### src/rtl/mem_data_arb_pkg.sv
// mem_data_arb_pkg
// Shared definitions for the two-port data-memory arbiter: the arbiter
// state encoding, the port-index constants (0 = CPU, 1 = DMA/debug) and the
// default width/burst constants used as parameter defaults.
// No ports (package).
package mem_data_arb_pkg;

  typedef enum logic [1:0] {
    IDLE = 2'd0,
    OWN0 = 2'd1,
    OWN1 = 2'd2
  } arb_state_t;

  localparam logic PORT_CPU = 1'b0;
  localparam logic PORT_DMA = 1'b1;

  localparam int DEFAULT_ADDR_W    = 10;
  localparam int DEFAULT_DATA_W    = 32;
  localparam int DEFAULT_MAX_BURST = 8;

endpackage

### src/rtl/mem_data_arb.sv
// mem_data_arb
// Arbitrates a single-port data memory between port 0 (riscv_cpu) and
// port 1 (DMA/debug). At most one access is issued per cycle; an owner may
// keep the memory for up to MAX_BURST consecutive grants while the other
// port waits. Reads return one cycle after the grant, routed back to the
// requesting port by a one-bit registered tag.
//
// Configuration macro: MEM_ARB_RR_EN
//   defined   - simultaneous requests seen from IDLE go to the port that did
//               not own the memory last (port 1 first after reset)
//   undefined - simultaneous requests seen from IDLE always go to port 0
//
// Ports:
//   clk, reset                  single clock, synchronous active-high reset
//   mN_req/wen/addr/wdata       port N access request (N = 0 CPU, 1 DMA)
//   mN_gnt                      port N access issued this cycle (combinational)
//   mN_rvalid/rdata             port N read data, one cycle after a read grant
//   mem_cen/wen/addr/wdata      memory command bus (all zero when idle)
//   mem_rdata                   memory read data, valid one cycle after a read
module mem_data_arb
  import mem_data_arb_pkg::*;
#(
  parameter int ADDR_W    = DEFAULT_ADDR_W,
  parameter int DATA_W    = DEFAULT_DATA_W,
  parameter int MAX_BURST = DEFAULT_MAX_BURST
) (
  input  logic              clk,
  input  logic              reset,
  input  logic              m0_req,
  input  logic              m0_wen,
  input  logic [ADDR_W-1:0] m0_addr,
  input  logic [DATA_W-1:0] m0_wdata,
  output logic              m0_gnt,
  output logic              m0_rvalid,
  output logic [DATA_W-1:0] m0_rdata,
  input  logic              m1_req,
  input  logic              m1_wen,
  input  logic [ADDR_W-1:0] m1_addr,
  input  logic [DATA_W-1:0] m1_wdata,
  output logic              m1_gnt,
  output logic              m1_rvalid,
  output logic [DATA_W-1:0] m1_rdata,
  output logic              mem_cen,
  output logic              mem_wen,
  output logic [ADDR_W-1:0] mem_addr,
  output logic [DATA_W-1:0] mem_wdata,
  input  logic [DATA_W-1:0] mem_rdata
);

  // bcnt holds (grants so far in this ownership run) - 1 and saturates here
  localparam logic [3:0] BCNT_MAX = 4'(MAX_BURST - 1);

  arb_state_t state, state_nxt;
  logic [3:0] bcnt, bcnt_nxt;
  logic       gnt0_arb, gnt1_arb;
  logic       tie_m1;
  logic       rd_pend;
  logic       rd_port;

`ifdef MEM_ARB_RR_EN
  // Preferred port for an IDLE tie: the port that did not own last.
  // Reset value 1 means the DMA port wins the first tie.
  logic rr_pref;

  always_ff @(posedge clk) begin
    if (reset) begin
      rr_pref <= PORT_DMA;
    end else if (m0_gnt) begin
      rr_pref <= PORT_DMA;
    end else if (m1_gnt) begin
      rr_pref <= PORT_CPU;
    end
  end

  assign tie_m1 = rr_pref;
`else
  assign tie_m1 = 1'b0;
`endif

  // Arbitration decision: grant, next state and next burst count
  always_comb begin
    gnt0_arb  = 1'b0;
    gnt1_arb  = 1'b0;
    state_nxt = state;
    bcnt_nxt  = bcnt;
    case (state)
      IDLE: begin
        bcnt_nxt = 4'd0;
        if (m0_req && m1_req) begin
          if (tie_m1) begin
            gnt1_arb  = 1'b1;
            state_nxt = OWN1;
          end else begin
            gnt0_arb  = 1'b1;
            state_nxt = OWN0;
          end
        end else if (m0_req) begin
          gnt0_arb  = 1'b1;
          state_nxt = OWN0;
        end else if (m1_req) begin
          gnt1_arb  = 1'b1;
          state_nxt = OWN1;
        end
      end
      OWN0: begin
        if (m0_req && (!m1_req || bcnt < BCNT_MAX)) begin
          gnt0_arb = 1'b1;
          bcnt_nxt = (bcnt == BCNT_MAX) ? bcnt : bcnt + 4'd1;
        end else if (m1_req) begin
          gnt1_arb  = 1'b1;
          state_nxt = OWN1;
          bcnt_nxt  = 4'd0;
        end else begin
          state_nxt = IDLE;
          bcnt_nxt  = 4'd0;
        end
      end
      OWN1: begin
        if (m1_req && (!m0_req || bcnt < BCNT_MAX)) begin
          gnt1_arb = 1'b1;
          bcnt_nxt = (bcnt == BCNT_MAX) ? bcnt : bcnt + 4'd1;
        end else if (m0_req) begin
          gnt0_arb  = 1'b1;
          state_nxt = OWN0;
          bcnt_nxt  = 4'd0;
        end else begin
          state_nxt = IDLE;
          bcnt_nxt  = 4'd0;
        end
      end
      default: begin
        state_nxt = IDLE;
        bcnt_nxt  = 4'd0;
      end
    endcase
  end

  // Grants are masked during reset so the reset cycle issues nothing
  assign m0_gnt = gnt0_arb & ~reset;
  assign m1_gnt = gnt1_arb & ~reset;

  always_ff @(posedge clk) begin
    if (reset) begin
      state <= IDLE;
      bcnt  <= 4'd0;
    end else begin
      state <= state_nxt;
      bcnt  <= bcnt_nxt;
    end
  end

  // Read tag: remembers that last cycle issued a read and for which port
  always_ff @(posedge clk) begin
    if (reset) begin
      rd_pend <= 1'b0;
      rd_port <= PORT_CPU;
    end else begin
      rd_pend <= (m0_gnt & ~m0_wen) | (m1_gnt & ~m1_wen);
      rd_port <= m1_gnt ? PORT_DMA : PORT_CPU;
    end
  end

  // Returning read data is dropped if reset arrives in the return cycle
  assign m0_rvalid = rd_pend & (rd_port == PORT_CPU) & ~reset;
  assign m1_rvalid = rd_pend & (rd_port == PORT_DMA) & ~reset;
  assign m0_rdata  = m0_rvalid ? mem_rdata : '0;
  assign m1_rdata  = m1_rvalid ? mem_rdata : '0;

  // Memory command mux; the bus is forced to zero when nothing is granted
  always_comb begin
    mem_cen   = 1'b0;
    mem_wen   = 1'b0;
    mem_addr  = '0;
    mem_wdata = '0;
    if (m0_gnt) begin
      mem_cen   = 1'b1;
      mem_wen   = m0_wen;
      mem_addr  = m0_addr;
      mem_wdata = m0_wdata;
    end else if (m1_gnt) begin
      mem_cen   = 1'b1;
      mem_wen   = m1_wen;
      mem_addr  = m1_addr;
      mem_wdata = m1_wdata;
    end
  end

endmodule

### config.mk
export PLATFORM = sky130hd
export DESIGN_NAME = mem_data_arb
export DESIGN_NICKNAME = d
export VERILOG_FILES = /design/src/rtl/mem_data_arb_pkg.sv /design/src/rtl/mem_data_arb.sv
export SDC_FILE = /design/constraint.sdc
export NUM_CORES = 1
export LEC_CHECK = 0
export ABC_AREA = 1
export BUFFER_PORTS_ARGS = -buffer_cell sky130_fd_sc_hd__buf_2
export CORE_AREA = 2 2 89 91
export DETAILED_ROUTE_END_ITERATION = 8
export DIE_AREA = 0 0 91 93
export PLACE_DENSITY = 0.71
export SLEW_MARGIN = 20
export SYNTH_ARGS = -nofsm -noshare
export SYNTH_HDL_FRONTEND = slang
export SYNTH_SLANG_ARGS = --single-unit
export TNS_END_PERCENT = 1
### constraint.sdc
create_clock -name clk -period 4.3 [get_ports clk]
set_input_delay 0.215 -clock clk [delete_from_list [all_inputs] [get_ports clk]]
set_output_delay 0.215 -clock clk [all_outputs]
set_load 0.02 [all_outputs]
=== After elaboration in Yosys (flattened, before gate mapping) ===
Index checks and enable logic that the tools add are counted.
Widths: inputs -> output; s select.

* Bits in registers: 8
* Output and inout bits: 112

* Add/subtract/negate cells: 1
* Order comparisons: 1
* Equal/unequal tests: 6
* Mux-type cells: 33
* Bitwise gates (word level): 13
* Reduce and logical (&&, ||, !) cells: 9

{| class="wikitable"
|+ Operators by type and width
! operator !! count
|-
| $mux 32 || 4
|-
| $mux 10 || 2
|-
| $mux 1 || 14
|-
| $mux 2 || 6
|-
| $mux 4 || 3
|-
| $and 1x1->1 || 8
|-
| $pmux 4 s2 || 1
|-
| $pmux 1 s3 || 2
|-
| $pmux 2 s3 || 1
|-
| $add 4x1->4 const B || 1
|-
| $eq 4x3->1 const B || 1
|-
| $lt 4x3->1 const B || 1
|-
| $ne 2x2->1 const B || 2
|-
| $ne 4x4->1 const B || 1
|-
| $not 1->1 || 4
|-
| $logic_and 1x1->1 || 3
|-
| $reduce_and 3->1 || 1
|-
| $eq 2x1->1 const B || 1
|-
| $eq 2x2->1 const B || 1
|-
| $logic_not 1->1 || 2
|-
| $logic_not 2->1 || 1
|-
| $logic_or 1x1->1 || 2
|-
| $or 1x1->1 || 1
|}

=== Logic depth before layout (Yosys ltp) ===
* Depth in word-level cells: 8
* Mapped depth: 11

=== Least setup slack after synthesis ===
OpenSTA, ideal clock, no wires.

* Path type: reg-to-output
* Start: register rd_pend
* End: output port m1_rdata[10]
* Arrival: 1593 ps
* Data required time: 4085 ps
* Path slack: 2492 ps
* Cell stages (with the launch flop): 6
* Buffers on the path: 1
* Path through: dfxtp_1 -> inv_1 -> nor3_1 -> inv_1 -> clkbuf_1 -> nor2_1

* Cells in the longest elaborated chain, start to end: 3

{| class="wikitable"
|+ RTL lines
! element !! line !! RTL
|-
| start: declaration || mem_data_arb.sv:57 || <nowiki>logic rd_pend;</nowiki>
|-
| start signal: assignment || mem_data_arb.sv:158 || <nowiki>rd_pend <= (m0_gnt & ~m0_wen) | (m1_gnt & ~m1_wen);</nowiki>
|-
| $and 1x1->1 (2 in a row) || mem_data_arb.sv:165 || <nowiki>assign m1_rvalid = rd_pend & (rd_port == PORT_DMA) & ~reset;</nowiki>
|-
| net m1_rvalid || mem_data_arb.sv:41 || <nowiki>output logic m1_rvalid,</nowiki>
|-
| $mux 32 || mem_data_arb.sv:167 || <nowiki>assign m1_rdata = m1_rvalid ? mem_rdata : '0;</nowiki>
|-
| end: declaration || mem_data_arb.sv:42 || <nowiki>output logic [DATA_W-1:0] m1_rdata,</nowiki>
|}

The timed path passes the listed nets, and every way through them passes these cells.

=== Final worst setup path ===
* Start: register state[1]
* End: output port mem_wdata[12]

* Cells in the longest elaborated chain, start to end: 5
* Elaborated cells between the ends (all ways): 9
* Classes of those cells: eq/ne: 2; mux: 4; bitwise: 2; reduce/logical: 1

{| class="wikitable"
|+ RTL lines
! element !! line !! RTL
|-
| start: declaration || mem_data_arb.sv:53 || <nowiki>arb_state_t state, state_nxt;</nowiki>
|-
| start signal: assignment || mem_data_arb.sv:147 || <nowiki>state <= state_nxt;</nowiki>
|-
| $eq 2x2->1, or another cell as far along || mem_data_arb.sv:86 || <nowiki>case (state)</nowiki>
|-
| $pmux 1 s3 || mem_data_arb.sv:86 ||
|-
| $and 1x1->1 || mem_data_arb.sv:140 || <nowiki>assign m1_gnt = gnt1_arb & ~reset;</nowiki>
|-
| $mux 32 || mem_data_arb.sv:180 || <nowiki>end else if (m1_gnt) begin</nowiki>
|-
| $mux 32 * || mem_data_arb.sv:175 || <nowiki>if (m0_gnt) begin</nowiki>
|-
| end: declaration || mem_data_arb.sv:46 || <nowiki>output logic [DATA_W-1:0] mem_wdata,</nowiki>
|}

Mark *: on every way between the ends. The rest lies on a longest branch, timed or not.

==> out/qor.csv <==
metric,value,unit
clk_pin_slew,0.04,ns
layout_commonest_cell,buf_2,
port_buffers,233,
outcome,"finished, final reports clean",
h-tree-depth,1,
cts_setup_buffers,0,
critPathMaxFanout,46,
synthFlopType,dfxtp_1,
synth_edf_count,0,
yosys.cell_types.count,24,
worst_slew_pin_slew,0.896,ns
clk_latency,0.23,ns
layout-drive-gt1-share,44.9,%
avgSynthCellArea,4.95,µm²
slew_violations,0,
syn_nets,453,
grt_max_degree,47,
cts_buffers,3,
place_congestion,0.836,
crit_path_end_kind,output pin,
cp.arrival,2.70,ns
cts_resized,0,
grt_pass1_vias,2473,
die-area,0.00846,mm²
start_util,21.4,%
drtPass1Iterations,4,
setup_violations,0,
hp-class,input port to flop,
grt_use_total,15.1,%
fin_nets,670,
syn-instance-count,326,
antennaDiodeCount,0,
yosysWarnings,0,
ctsHoldBuffers,0,
mappedNetlistArea,0.00161,mm²
cts.sinks,8,
rows,32,
synthToLayoutAreaGrowth,75.5,%
async_reset_ff_share,0,%
fmax,343,MHz
most-common-layout-cells,"buf_2, nand2_1, nor2_1, inv_1, nand4_1",
detail-route-antenna-nets,0,
finalCriticalPeriod,2.91,ns
ys_ff_latch,8,
drc,0,
die_y,93,µm
cts_root_buf,clkbuf_8,
core_region_area,0.00753,mm²
p_leak,2.07,nW
cp.required,4.09,ns
antenna_found_initial,0,
fin_tns_setup,0,ns
dpl.hpwl,5800,µm
cts_buffer_depth,2,
cts_tree,built,
drv_cap,0,
worstSetupPathType,flop to output pin,
critical_path.startpoint_type,flop,
ir_drop,209,µV
fin_crit_sh,67.8,%
drt_iter0_drc,86,
fin_ws,1.39,ns
post_drt_wl_per_cell,10.9,µm
drt_wl_total,7030,µm
timing.slew.headroom,40.2,%
ioPinCount,234,
pwr_density_cell,363,mW/mm²
skew,0.000156,ns
hold_violations,0,
ys_seq_area_share,9.93,%
vias,2826,
grt_pass1_wl,10900,µm
viasPerCell,4.40,
grt_overflow_total,0,
preCtsSetupSlack,1.64,ns
grt_setup_unrepaired,no,
die_width,91,µm
logic make-up after synthesis:
| kind of cell | Yosys count | synth area share, % |
|---|---|---|
| xor gates and xnor gates | 1 | 0.543 |
| and+or+nand+nor | 235 | 64.2 |
| DFF | 8 | 9.93 |
| AOI/OAI and AO/OA | 6 | 2.09 |
| buffers and inverters | 71 | 19.3 |
| adders and majority gates | 5 | 3.88 |
area by class of cell:
type                            count  area [µm²]
Fill cell                         815        4700
Timing Repair Buffer              234        1170
Multi-Input combinational cell    247        1140
Inverter                           49         186
Sequential cell                     8         160
Tap cell                          102         128
Clock buffer                        3        41.3
path summary, 6_finish.rpt:
path                                 endpoint  depth (start not counted)  slack (ns)     start
worst max-delay path            mem_wdata[12]                         11        1.39  state[1]
worst min-delay path                  rd_pend                          2        0.24    m1_wen
worst max register to register        rd_pend                          9        1.90   bcnt[0]
worst min register to register        bcnt[2]                          2        0.50   bcnt[2]
stage by stage:
stage	hold slack, ns	total power [mW]	instance area (µm²)	cells	utilization (%)
finish	0.240	1.03	2830	643	37.6
global route	0.262	1.12	2830	643	37.6
CTS	0.235	1.03	2830	643	37.6
detailed placement	0.471	0.939	2790	640	37.1
global placement	0.459	0.932	2790	640	37.1
floorplan	0.330	0.704	1610	326	-
state kept, by name, indices dropped and copies added, names as in the netlist:
| name | cells |
|---|---|
| bcnt | 4 |
| state | 2 |
| rd_pend | 1 |
| rd_port | 1 |
cell usage after synthesis, types with 4 or more instances:
master    count  area (µm²)
buf_1         4        15.0
buf_2         7        35.0
buf_6         4        45.0
clkbuf_1      6        22.5
dfxtp_1       8         160
ha_1          5        62.6
inv_1        48         180
nand2_1     101         379
nand3_1       8        40.0
nand4_1      43         269
nor2_1       72         270
nor3_1        5        25.0
o21ai_0       4        20.0
report_power, final:
part / internal, mW / total [mW] / leakage (nW) / switching, mW
sequential: 0.0893 / 0.0993 / 0.0652 / 0.0100
clock: 0.0604 / 0.0879 / 0.0216 / 0.0275
combinational: 0.255 / 0.841 / 1.98 / 0.586
critical path, cell delays in order, from the launching register on:
cell,delay [ns]
dfxtp_1,0.33
ha_1,0.22
nor2_4,0.10
buf_4,0.39
nand2_1,0.12
nor2_2,0.12
nand2_1,0.12
nand2_4,0.37
inv_4,0.27
nand4_1,0.15
nand2_1,0.09
buf_2,0.17
layer usage:
metal / global-route usage (%) / share of wire [%] / up-vias
li1: - / - / 1450
met1: 16.8 / 39 / 1204
met2: 29.9 / 51 / 165
met3: 1.93 / 9.4 / 7
met4: 3.91 / 1.0 / 0
met5: 0 / 0 / -
(Power assumes the default switching activity.)
